[src/rtl/occupancy_pkg.sv]
// Shared defaults and state encoding for the occupancy-grid ray tracer.
package occupancy_pkg;

    localparam int X_WIDTH = 5;
    localparam int Y_WIDTH = 4;

    typedef enum logic [2:0] {
        IDLE,
        INIT,
        READ,
        WRITE,
        DONE
    } ray_state_t;

endpackage

[src/rtl/occupancy_ray_tracer_if.sv]
// Ray request / grid-update bus between the requester (master) and the tracer (slave).
interface occupancy_ray_tracer_if #(
    parameter int X_WIDTH = occupancy_pkg::X_WIDTH,
    parameter int Y_WIDTH = occupancy_pkg::Y_WIDTH
);

    logic               start;
    logic [X_WIDTH-1:0] x0;
    logic [Y_WIDTH-1:0] y0;
    logic [X_WIDTH-1:0] x1;
    logic [Y_WIDTH-1:0] y1;
    logic               hit;
    logic               abort;
    logic               ready;
    logic [X_WIDTH-1:0] cell_x;
    logic [Y_WIDTH-1:0] cell_y;
    logic               write_enable;
    logic               cell_is_free;
    logic               done;

    modport master (
        output start, x0, y0, x1, y1, hit, abort,
        input  ready, cell_x, cell_y, write_enable, cell_is_free, done
    );

    modport slave (
        input  start, x0, y0, x1, y1, hit, abort,
        output ready, cell_x, cell_y, write_enable, cell_is_free, done
    );

endinterface

[src/rtl/ray_step.sv]
// One combinational Bresenham step: both decisions use the pre-update doubled error.
module ray_step #(
    parameter int X_WIDTH   = occupancy_pkg::X_WIDTH,
    parameter int Y_WIDTH   = occupancy_pkg::Y_WIDTH,
    parameter int D_WIDTH   = 7,
    parameter int ERR_WIDTH = 8,
    parameter int E2_WIDTH  = 9
) (
    input  logic                        [X_WIDTH-1:0]   x,
    input  logic                        [Y_WIDTH-1:0]   y,
    input  logic signed                 [ERR_WIDTH-1:0] err,
    input  logic signed                 [D_WIDTH-1:0]   dx,
    input  logic signed                 [D_WIDTH-1:0]   dy,
    input  logic                                        x_neg,
    input  logic                                        y_neg,
    output logic                        [X_WIDTH-1:0]   next_x,
    output logic                        [Y_WIDTH-1:0]   next_y,
    output logic signed                 [ERR_WIDTH-1:0] next_err
);

    logic signed [E2_WIDTH-1:0] err_ext;
    logic signed [E2_WIDTH-1:0] e2;
    logic signed [E2_WIDTH-1:0] dx_ext;
    logic signed [E2_WIDTH-1:0] dy_ext;
    logic                       step_x;
    logic                       step_y;

    always_comb begin
        err_ext  = E2_WIDTH'(err);
        e2       = {err_ext[E2_WIDTH-2:0], 1'b0};
        dx_ext   = E2_WIDTH'(dx);
        dy_ext   = E2_WIDTH'(dy);
        step_x   = (e2 >= dy_ext);
        step_y   = (e2 <= dx_ext);

        next_err = err;
        next_x   = x;
        next_y   = y;
        if (step_x) begin
            next_err = next_err + ERR_WIDTH'(dy);
            next_x   = x_neg ? (x - X_WIDTH'(1)) : (x + X_WIDTH'(1));
        end
        if (step_y) begin
            next_err = next_err + ERR_WIDTH'(dx);
            next_y   = y_neg ? (y - Y_WIDTH'(1)) : (y + Y_WIDTH'(1));
        end
    end

endmodule

[src/rtl/occupancy_ray_tracer.sv]
// Walks a Bresenham ray from robot cell to laser endpoint, issuing a read/write pair per cell
// to an occupancy grid: free cells are decremented, the endpoint follows the hit flag.
module occupancy_ray_tracer #(
    parameter int X_WIDTH = occupancy_pkg::X_WIDTH,
    parameter int Y_WIDTH = occupancy_pkg::Y_WIDTH
) (
    input  logic                 clock,
    input  logic                 reset_n,
    occupancy_ray_tracer_if.slave bus
);

    import occupancy_pkg::*;

    localparam int D_WIDTH   = ((X_WIDTH > Y_WIDTH) ? X_WIDTH : Y_WIDTH) + 2;
    localparam int ERR_WIDTH = D_WIDTH + 1;
    localparam int E2_WIDTH  = D_WIDTH + 2;

    ray_state_t                  state;
    logic        [X_WIDTH-1:0]   cur_x;
    logic        [Y_WIDTH-1:0]   cur_y;
    logic        [X_WIDTH-1:0]   end_x;
    logic        [Y_WIDTH-1:0]   end_y;
    logic                        hit_q;
    logic                        x_neg;
    logic                        y_neg;
    logic signed [D_WIDTH-1:0]   dx;
    logic signed [D_WIDTH-1:0]   dy;
    logic signed [ERR_WIDTH-1:0] err;

    logic signed [D_WIDTH-1:0]   x_diff;
    logic signed [D_WIDTH-1:0]   y_diff;
    logic signed [D_WIDTH-1:0]   abs_dx;
    logic signed [D_WIDTH-1:0]   abs_dy;
    logic        [X_WIDTH-1:0]   next_x;
    logic        [Y_WIDTH-1:0]   next_y;
    logic signed [ERR_WIDTH-1:0] next_err;
    logic                        at_end;

    // Origin is already held in cur_x/cur_y while in INIT, so deltas come from the registers.
    always_comb begin
        x_diff = $signed(D_WIDTH'(end_x)) - $signed(D_WIDTH'(cur_x));
        y_diff = $signed(D_WIDTH'(end_y)) - $signed(D_WIDTH'(cur_y));
        abs_dx = x_diff[D_WIDTH-1] ? -x_diff : x_diff;
        abs_dy = y_diff[D_WIDTH-1] ? -y_diff : y_diff;
        at_end = (cur_x == end_x) && (cur_y == end_y);
    end

    ray_step #(
        .X_WIDTH  (X_WIDTH),
        .Y_WIDTH  (Y_WIDTH),
        .D_WIDTH  (D_WIDTH),
        .ERR_WIDTH(ERR_WIDTH),
        .E2_WIDTH (E2_WIDTH)
    ) u_step (
        .x       (cur_x),
        .y       (cur_y),
        .err     (err),
        .dx      (dx),
        .dy      (dy),
        .x_neg   (x_neg),
        .y_neg   (y_neg),
        .next_x  (next_x),
        .next_y  (next_y),
        .next_err(next_err)
    );

    always_ff @(posedge clock or negedge reset_n) begin
        if (!reset_n) begin
            state <= IDLE;
            cur_x <= '0;
            cur_y <= '0;
            end_x <= '0;
            end_y <= '0;
            hit_q <= 1'b0;
            x_neg <= 1'b0;
            y_neg <= 1'b0;
            dx    <= '0;
            dy    <= '0;
            err   <= '0;
        end else if (state != IDLE && bus.abort) begin
            state <= IDLE;
        end else begin
            unique case (state)
                IDLE: begin
                    if (bus.start && !bus.abort) begin
                        cur_x <= bus.x0;
                        cur_y <= bus.y0;
                        end_x <= bus.x1;
                        end_y <= bus.y1;
                        hit_q <= bus.hit;
                        state <= INIT;
                    end
                end
                INIT: begin
                    dx    <= abs_dx;
                    dy    <= -abs_dy;
                    x_neg <= x_diff[D_WIDTH-1];
                    y_neg <= y_diff[D_WIDTH-1];
                    err   <= ERR_WIDTH'(abs_dx) - ERR_WIDTH'(abs_dy);
                    state <= READ;
                end
                READ: begin
                    state <= WRITE;
                end
                WRITE: begin
                    if (at_end) begin
                        state <= DONE;
                    end else begin
                        cur_x <= next_x;
                        cur_y <= next_y;
                        err   <= next_err;
                        state <= READ;
                    end
                end
                DONE: begin
                    state <= IDLE;
                end
                default: begin
                    state <= IDLE;
                end
            endcase
        end
    end

    // Abort must suppress the strobe in the very cycle it arrives, hence the input gating.
    assign bus.ready        = (state == IDLE);
    assign bus.cell_x       = cur_x;
    assign bus.cell_y       = cur_y;
    assign bus.write_enable = (state == WRITE) && !bus.abort;
    assign bus.cell_is_free = (state == WRITE) && (!at_end || !hit_q);
    assign bus.done         = (state == DONE) && !bus.abort;

endmodule

[src/flat_wrapper.sv]
// flat-port wrapper written by rule: the top's interface ports become plain ports
module occupancy_ray_tracer_flat import occupancy_pkg::*;
#(
    parameter int X_WIDTH = occupancy_pkg::X_WIDTH,
    parameter int Y_WIDTH = occupancy_pkg::Y_WIDTH
)
  (clock, reset_n, bus_start, bus_x0, bus_y0, bus_x1, bus_y1, bus_hit, bus_abort, bus_ready, bus_cell_x, bus_cell_y, bus_write_enable, bus_cell_is_free, bus_done);
  occupancy_ray_tracer_if #(.X_WIDTH(X_WIDTH), .Y_WIDTH(Y_WIDTH)) bus_i ();
  input  logic clock;
  input  logic reset_n;
  input wire logic [$bits(bus_i.start)-1:0] bus_start;
  input wire logic [$bits(bus_i.x0)-1:0] bus_x0;
  input wire logic [$bits(bus_i.y0)-1:0] bus_y0;
  input wire logic [$bits(bus_i.x1)-1:0] bus_x1;
  input wire logic [$bits(bus_i.y1)-1:0] bus_y1;
  input wire logic [$bits(bus_i.hit)-1:0] bus_hit;
  input wire logic [$bits(bus_i.abort)-1:0] bus_abort;
  output wire logic [$bits(bus_i.ready)-1:0] bus_ready;
  output wire logic [$bits(bus_i.cell_x)-1:0] bus_cell_x;
  output wire logic [$bits(bus_i.cell_y)-1:0] bus_cell_y;
  output wire logic [$bits(bus_i.write_enable)-1:0] bus_write_enable;
  output wire logic [$bits(bus_i.cell_is_free)-1:0] bus_cell_is_free;
  output wire logic [$bits(bus_i.done)-1:0] bus_done;
  assign bus_i.start = bus_start;
  assign bus_i.x0 = bus_x0;
  assign bus_i.y0 = bus_y0;
  assign bus_i.x1 = bus_x1;
  assign bus_i.y1 = bus_y1;
  assign bus_i.hit = bus_hit;
  assign bus_i.abort = bus_abort;
  assign bus_ready = bus_i.ready;
  assign bus_cell_x = bus_i.cell_x;
  assign bus_cell_y = bus_i.cell_y;
  assign bus_write_enable = bus_i.write_enable;
  assign bus_cell_is_free = bus_i.cell_is_free;
  assign bus_done = bus_i.done;
  occupancy_ray_tracer #(.X_WIDTH(X_WIDTH), .Y_WIDTH(Y_WIDTH)) u_core (.clock(clock), .reset_n(reset_n), .bus(bus_i));
endmodule
[config.mk]
export PLATFORM = sky130hd
export DESIGN_NAME = occupancy_ray_tracer_flat
export DESIGN_NICKNAME = d
export VERILOG_FILES = /design/src/rtl/occupancy_pkg.sv /design/src/rtl/occupancy_ray_tracer_if.sv /design/src/rtl/ray_step.sv /design/src/rtl/occupancy_ray_tracer.sv /design/src/flat_wrapper.sv
export SDC_FILE = /design/constraint.sdc
export NUM_CORES = 1
export LEC_CHECK = 0
export ABC_AREA = 1
export CORE_AREA = 2 2 80 121
export CTS_CLUSTER_DIAMETER = 100
export DETAILED_ROUTE_END_ITERATION = 10
export DIE_AREA = 0 0 82 123
export DONT_BUFFER_PORTS = 1
export GPL_ROUTABILITY_DRIVEN = 0
export PLACE_DENSITY_LB_ADDON = 0.05
export SLEW_MARGIN = 10
export SYNTH_ARGS = -nofsm -noshare
export SYNTH_HDL_FRONTEND = slang
export SYNTH_SLANG_ARGS = --single-unit
[constraint.sdc]
create_clock -name clock -period 2.8 [get_ports clock]
set_input_delay 0.42 -clock clock [delete_from_list [all_inputs] [get_ports clock]]
set_output_delay 0.42 -clock clock [all_outputs]
set_load 0.03 [all_outputs]
Word-level counts from Yosys, hierarchy flattened:

Cells that the tools add are included.

* $add $sub $neg: 12
* $lt $le $gt $ge: 2
* equality and inequality tests: 11
* muxes and demuxes: 20
* bitwise operators: 1
* reductions and logical operators: 19

Operator list (count)
* 2-to-1 mux 8 bit: 3
* negation 7 bit: 3
* 2-to-1 mux 5 bit: 4
* adder 8 x 7 -> 8 bit: 2
* 2-to-1 mux 4 bit: 4
* case mux 8 bit (2 select lines): 1
* 2-to-1 mux 7 bit: 2
* case mux 3 bit (4 select lines): 1
* case mux 5 bit (2 select lines): 1
* AND reduction 5 bit: 2
* >= comparator 9 x 7 -> 1 bit: 1
* <= comparator 9 x 7 -> 1 bit: 1
* 2-to-1 mux 3 bit: 3
* case mux 4 bit (2 select lines): 1
* subtractor 7 x 7 -> 8 bit: 1
* equality test 3 x 2 -> 1 bit, second input constant: 2
* logical AND 1 bit: 6
* inequality test 2 bit, second input constant: 3
* AND reduction 3 bit: 2
* subtractor 5 x 5 -> 6 bit: 1
* adder 5 x 1 -> 5 bit, second input constant: 1
* equality test 5 bit: 1
* subtractor 4 x 4 -> 5 bit: 1
* subtractor 5 x 1 -> 5 bit, second input constant: 1
* other kinds (14): 17

* flip-flop bits (word level): 46
* input port bits: 23
* output and inout bits: 13
* word-level logic and storage cells: 76

Logic depth before layout (Yosys ltp):

Gate-level depths: netlist of the first run.

* word-level depth: 6
* depth in mapped cells: 26
* mapped depth without buffers: 25

By module:

A second synthesis of the first run with hierarchy kept.

* cells, all modules: 646
* area, all modules: 4683.2 um^2

By module, submodules not included
* occupancy_ray_tracer: times used 1, cells an instance 368, area each 2919.0 um^2, sequential area each 1151.1 um^2
* ray_step: times used 1, cells an instance 278, area each 1764.2 um^2, sequential area each 0.0 um^2

Worst setup path after synthesis of the first run:

OpenSTA, ideal clock, no wires.

* kind: register to register
* start point: register u_core.cur_y[0], in the netlist u_core.bus.cell_y[0]
* end point: register u_core.err[5]
* setup time: 0.071 ns
* arrival time: 2.979 ns
* data required time: 2.729 ns
* slack: -0.250 ns
* stages on the path, launching flop included: 21
* path buffers: 0
* period minus slack after synthesis: 3.050 ns
* path through: dfrtp_1 > ha_1 > inv_1 > fa_1 > inv_1 > ha_1 > inv_1 > o21ai_0 > inv_1 > ha_1 > nand3b_1 > nand2_1 > nand2_1 > nand2_1 > a21oi_1 > nor2_1 > nor2_1 > nand2_1 > nand2_1 > nor2_1 > nor2_1

* cells in the longest elaborated chain, start to end: 5

RTL lines
* start: declaration: RTL line occupancy_ray_tracer.sv:20 `logic [Y_WIDTH-1:0] cur_y;`
* start signal: assignment: RTL line occupancy_ray_tracer.sv:87 `cur_y <= bus.y0;`
* start signal: assignment: RTL line occupancy_ray_tracer.sv:110 `cur_y <= next_y;`
* subtractor 4 x 4 -> 5 bit: RTL line occupancy_ray_tracer.sv:42 `y_diff = $signed(D_WIDTH'(end_y)) - $signed(D_WIDTH'(cur_y));`
* negation 7 bit: RTL line occupancy_ray_tracer.sv:44 `abs_dy = y_diff[D_WIDTH-1] ? -y_diff : y_diff;`
* 2-to-1 mux 7 bit: RTL line occupancy_ray_tracer.sv:44
* subtractor 7 x 7 -> 8 bit: RTL line occupancy_ray_tracer.sv:99 `err <= ERR_WIDTH'(abs_dx) - ERR_WIDTH'(abs_dy);`
* case mux 8 bit (2 select lines): RTL line occupancy_ray_tracer.sv:83 `unique case (state)`
* end signal: assignment: RTL line occupancy_ray_tracer.sv:99
* end signal: assignment: RTL line occupancy_ray_tracer.sv:111 `err <= next_err;`
* end: declaration: RTL line occupancy_ray_tracer.sv:28 `logic signed [ERR_WIDTH-1:0] err;`

Parallel ways exist; a longest one is shown, timed or not.
A chain may end at the register's enable or synchronous reset.

Worst setup path after layout of the first run:

* start point: register u_core.end_x[0]
* end point: register u_core.err[5]

* cells in the longest elaborated chain, start to end: 5

RTL lines
* start: declaration: RTL line occupancy_ray_tracer.sv:21 `logic [X_WIDTH-1:0] end_x;`
* start signal: assignment: RTL line occupancy_ray_tracer.sv:88 `end_x <= bus.x1;`
* subtractor 5 x 5 -> 6 bit (*): RTL line occupancy_ray_tracer.sv:41 `x_diff = $signed(D_WIDTH'(end_x)) - $signed(D_WIDTH'(cur_x));`
* negation 7 bit: RTL line occupancy_ray_tracer.sv:43 `abs_dx = x_diff[D_WIDTH-1] ? -x_diff : x_diff;`
* 2-to-1 mux 7 bit (*): RTL line occupancy_ray_tracer.sv:43
* named net u_core.abs_dx[2]: RTL line occupancy_ray_tracer.sv:32 `logic signed [D_WIDTH-1:0] abs_dx;`
* subtractor 7 x 7 -> 8 bit (*): RTL line occupancy_ray_tracer.sv:99
* case mux 8 bit (2 select lines) (*): RTL line occupancy_ray_tracer.sv:83

The timed path passes the listed nets; every way through them passes the cells marked *.

==> results.txt, run 1 <==
Chip Width: 82 um
critical path fanouts, max: 4
# clock sinks: 46
type of the worst setup path: flip-flop to flip-flop
CTS Root Cell: clkbuf_16
Finish-stage setup viols: 6
row cnt: 43
period utilization: 106%
IO Count: 36
Tot GR Track Use: 23.4%
Routed WL per cell: 13.8 um
die area: 10100 um2
Via-to-Cell Ratio: 5.06
Max Cap Viol: 0
grt ovf: 0
Yosys reg bits: 46
Critical Path Start Type: flip-flop
# port buffers: 0
die height: 123 um
CORE AREA: 9040 um2
initial antenna violation count: 0
# diodes: 0
synth unique cells: 45
syn nets: 696
failing checks: setup timing
vias in the first global route: 4107
Longest Clk Path Bufs: 2
area leader, netlist: dfrtp_1
worst skew pair latency: 290 ps
worst path required time: 2980 ps
top cells by area, synth: dfrtp_1 26%, ha_1 15%, nand2_1 12%, inv_1 8.8%, nor2_1 5.1%
first-pass GRT wire length: 18000 um
Critical Path Sink Type: flip-flop
Final Hold Viols: 0
CTS H-tree lvls: 2
predominant post-synthesis flop cell: dfrtp_1
nets: 794
1st-iter DRT viols: 152
TritonCTS buffer count: 5
cell area after layout: 5790 um2
largest net degree at the start of global routing: 47
share of post-route cells with drive strength above 1: 29.7%
Setup WS post-layout: -171 ps
Final min period: 2970 ps
status: finished, violations left
placed inst area: 5240 um2
Detailed Place HPWL: 9110 um
CP Data Arrival Time: 3160 ps
area grow syn2layout: 31.1%
Total Wirelength: 11300 um
clk slew on worst S/H paths: 60 ps
# DRC: 0
CTS tree: done
top cell type's share of synthesized area: 26.1%
Post-DRT Antenna Nets: 0
Post-Syn Instances: 612
Seq/Total Area, Yosys: 26.1%
Post-synth ARST share: 100%
Max Slew Vio Count: 0
Syn. warnings: 0
Avg Synthesized Cell Area: 7.21 um2
starting density of the core: 48.8%
number of synthesized flops with an enable pin: 0
via count: 4162
Cell Area, Synth: 4410 um2
RSZ-0062 raised after global routing: true
DRT Pass-1 Iters: 4
clock skew: 10.8 ps
Finished Layout Cells: 823
placed cells: 798
fmax: 337 MHz
worst hold path type: primary input to flip-flop
==> critical path, cell delays in order, from the launching register on <==
cell and delay (ps):
dfrtp_1 370, inv_2 70, ha_4 120, inv_2 40, fa_2 580, inv_2 50, ha_4 160, inv_2 40
nand2_2 60, xor2_2 160, inv_2 70, ha_4 280, nand3b_1 70, nand2_1 90, nand2_1 50, nand2_1 80
a21oi_2 60, nor2_1 140, nor2_1 70, nand2_1 90, nand2_1 60, nor2_1 110, nor2_1 50
==> final timing paths <==
kind	start	end	slack, ps	depth (start not counted)
worst max-delay path	u_core.end_x[0]$_DFFE_PN0P_	u_core.err[5]$_DFFE_PN0P_	-170	22
worst min register to register	u_core.hit_q$_DFFE_PN0P_	u_core.hit_q$_DFFE_PN0P_	510	2
min in group asynchronous	reset_n	u_core.bus.cell_y[3]$_DFFE_PN0P_	640	2
worst min-delay path	bus_y1[2]	u_core.end_y[2]$_DFFE_PN0P_	280	1
max in group asynchronous	reset_n	u_core.bus.cell_x[2]$_DFFE_PN0P_	1920	2
worst max register to register	u_core.end_x[0]$_DFFE_PN0P_	u_core.err[5]$_DFFE_PN0P_	-170	22
==> Yosys cell counts, types with 8 or more instances <==
master,count
nor3_1,8
nor2_1,60
a21oi_1,38
inv_1,104
xor2_1,12
dfrtp_1,46
nand3_1,21
o21ai_1,9
o21ai_0,26
ha_1,54
xnor2_1,9
nand2_1,145
==> flip-flops by register name, summed over array words and instances (netlist names) <==
name,cells
u_core.y_neg,1
u_core.hit_q,1
u_core.dy,7
u_core.x_neg,1
u_core.state,3
u_core.err,8
u_core.dx,7
u_core.bus.cell_y,4
u_core.bus.cell_x,5
u_core.end_x,5
u_core.end_y,4
==> routing by layer <==
layer	global-route usage, %	part of all wire, %	vias to the layer above
met4	11.9	3.8	0
met3	2.85	2.4	26
met2	43.8	55	74
li1	-	-	2142
met1	24.8	39	1920
met5	0	0	-
==> kinds of logic after synthesis <==
logic type                 synth area share, %
AOI/OAI and AO/OA                         11.8
adders and majority gates                 18.5
xor gates and xnor gates                  4.90
DFF                                       26.1
and+or+nand+nor                           26.2
other                                   0.0850
buffers and inverters                     10.2
muxes                                     2.24
==> timing repair <==
action	CTS	global route
endpoints found under the hold margin	46	0
gates resized for setup	19	38
hold buffers	2	0
pin swaps	28	27
setup buffers	11	5
endpoints found under the setup margin	6	7
==> stage by stage <==
stage	setup slack, ps	util, %	hold WS (ps)	TNS, ps
floorplan	-29.3	-	124	-47.5
global placement	-375	58.0	126	-1640
detailed placement	-368	58.0	126	-1640
CTS	-196	61.5	274	-822
global route	-341	64.0	270	-1690
finish	-171	64.0	279	-633
==> cell type report <==
cell class	count	area [um2]
fillers	817	3250
multi-input cells	451	3170
flip-flops and latches	46	1160
repair buffers	97	763
inverters	109	409
clock buffers	7	143
well taps	112	140
clock inverters	1	5.00
==> cell usage in the layout (no fill, tap or decap), types with 9 or more instances in the layout <==
master / netlist / routed
nand2_1: 145 / 139
o21ai_1: 9 / 12
ha_4: 0 / 17
xnor2_1: 9 / 9
xor2_1: 12 / 10
nand2_2: 7 / 12
ha_1: 54 / 36
o21ai_0: 26 / 21
nor2_1: 60 / 57
a21oi_1: 38 / 31
buf_4: 0 / 94
dfrtp_1: 46 / 41
nand3_1: 21 / 21
a21oi_2: 3 / 9
inv_1: 104 / 89
inv_2: 5 / 20
Power of run 1 is not shown: default switching activity piles up to over one toggle a cycle in this logic, so the estimate is an artifact.
==> inputs of run 2 (changes only) <==
--- a/config.mk
+++ b/config.mk
@@ -6,14 +6,14 @@
 export NUM_CORES = 1
 export LEC_CHECK = 0
 export ABC_AREA = 1
-export CORE_AREA = 2 2 80 121
+export CORE_AREA = 2 2 97 99
 export CTS_CLUSTER_DIAMETER = 100
 export DETAILED_ROUTE_END_ITERATION = 10
-export DIE_AREA = 0 0 82 123
+export DIE_AREA = 0 0 99 101
 export DONT_BUFFER_PORTS = 1
 export GPL_ROUTABILITY_DRIVEN = 0
 export PLACE_DENSITY_LB_ADDON = 0.05
-export SLEW_MARGIN = 10
+export SLEW_MARGIN = 30
 export SYNTH_ARGS = -nofsm -noshare
 export SYNTH_HDL_FRONTEND = slang
 export SYNTH_SLANG_ARGS = --single-unit
==> results.txt, run 2 (same netlist as run 1, synthesis figures left out) <==
Finish-stage setup viols: 4
CORE AREA: 8980 um2
critical path fanouts, max: 4
clk slew on worst S/H paths: 90 ps
Final Hold Viols: 0
CTS H-tree lvls: 2
IO Count: 36
Largest regs: u_core.err (8), u_core.dx (7), u_core.dy (7)
Max Slew Vio Count: 0
clock skew: 11.1 ps
Critical Path Start Type: flip-flop
Max Cap Viol: 0
die area: 10000 um2
Tot GR Track Use: 23.0%
period utilization: 105%
area grow syn2layout: 27.0%
via count: 4065
Routed WL per cell: 13.6 um
worst path required time: 3040 ps
Via-to-Cell Ratio: 5.02
max FFs per register: 8
Hold Path Depth: 1
commonest non-fill, non-tap cell in the layout: nand2_1
grt ovf: 0
worst hold path type: primary input to flip-flop
CTS tree: done
TritonCTS buffer count: 5
Post-DRT Antenna Nets: 0
status: finished, violations left
Multi-input gate area: 3150 um2
# clock sinks: 46
1st-iter DRT viols: 165
starting density of the core: 49.2%
largest net degree at the start of global routing: 47
initial antenna violation count: 0
share of post-route cells with drive strength above 1: 29.2%
row cnt: 35
Detailed Place HPWL: 8710 um
Chip Width: 99 um
worst skew pair latency: 300 ps
Storage cell area: 1160 um2
type of the worst setup path: flip-flop to flip-flop
Final min period: 2950 ps
Biggest register: u_core.err
# diodes: 0
die height: 101 um
# DRC: 0
Setup WS post-layout: -152 ps
FILL cells: 852
most frequent cells in the layout: 136 x nand2_1, 87 x inv_1, 81 x buf_4, 55 x nor2_1, 40 x dfrtp_1
RSZ-0062 raised after global routing: true
Longest Clk Path Bufs: 2
vias in the first global route: 3889
Total Wirelength: 11000 um
failing checks: setup timing
CP Data Arrival Time: 3190 ps
Critical Path Sink Type: flip-flop
fmax: 339 MHz
R2R depth: 21
Place WS: -366 ps
# port buffers: 0
CTS Root Cell: clkbuf_8
nets: 782
DRT Pass-1 Iters: 4
first-pass GRT wire length: 18200 um
[run 2: changes by cell type in the layout (fill, tap and decap cells not counted), moves of 2 or more]
cell | before | now
buf_4 | 94 | 81
clkbuf_16 | 5 | 0
clkbuf_8 | 1 | 5
nand2_2 | 12 | 16
ha_4 | 17 | 14
nand2_1 | 139 | 136
buf_6 | 0 | 2
clkbuf_1 | 1 | 3
ha_2 | 1 | 3
inv_1 | 89 | 87
nor2_1 | 57 | 55
[run 2: worst paths after layout]
kind | startpoint | end | slack (ps)
worst min register to register | u_core.end_y[2]$_DFFE_PN0P_ | u_core.end_y[2]$_DFFE_PN0P_ | 510
worst max-delay path | u_core.end_x[0]$_DFFE_PN0P_ | u_core.err[5]$_DFFE_PN0P_ | -150
min in group asynchronous | reset_n | u_core.dx[5]$_DFFE_PN0P_ | 620
worst max register to register | u_core.end_x[0]$_DFFE_PN0P_ | u_core.err[5]$_DFFE_PN0P_ | -150
max in group asynchronous | reset_n | u_core.bus.cell_y[1]$_DFFE_PN0P_ | 1930
worst min-delay path | bus_x1[4] | u_core.end_x[4]$_DFFE_PN0P_ | 260
[run 2: repair_timing]
| action | 4_1_cts | 5_1_grt |
|---|---|---|
| pin swaps | 6 | 25 |
| cloned | 0 | 0 |
| setup buffers | 7 | 5 |
| endpoints found under the setup margin | 6 | 7 |
| gates resized for setup | 25 | 40 |
| hold buffers | 2 | 0 |
| hold endpoints to repair | 46 | 0 |
[run 2: layout make-up]
cell class | count | share of cell area [%]
inverter | 109 | 7.34
tap | 111 | 2.48
multi-input combinational | 451 | 56.2
timing repair buffer | 85 | 11.9
clock buffer | 8 | 1.43
sequential | 46 | 20.7
[run 2: worst max-delay path: stages, from the launching register on]
cell and delay (ps):
dfrtp_1 380, inv_2 80, ha_4 130, inv_2 30
fa_2 340, or2_1 240, nand2_2 70, inv_2 60
nor3_4 200, inv_1 80, nand2_2 110, xor2_4 210
ha_4 230, nand2_1 60, nand2_1 50, a21oi_2 150
nor2_2 60, nor2_1 80, nand2_1 100, nand2_1 90
nor2_1 40, nor2_1 80
[run 2: per-stage QoR]
step,instance area (um2),TNS (ps),std cells,hold WS (ps),util [%]
after CTS,5410,-442,805,258,60.3
after detailed placement,5160,-1730,788,126,57.4
after global routing,5610,-1290,810,250,62.5
after floorplan,4530,-47.5,612,124,-
after global placement,5160,-1470,788,126,57.4
final,5610,-377,810,261,62.5
[run 2: layer usage]
metal	track usage, %	part of all wire [%]	vias to the layer above
met5	0	0	-
met3	3.54	3.8	20
met2	40.6	50	86
li1	-	-	2126
met1	28.3	44	1833
met4	8.43	2.3	0
Power of run 2 is left out for the same reason.
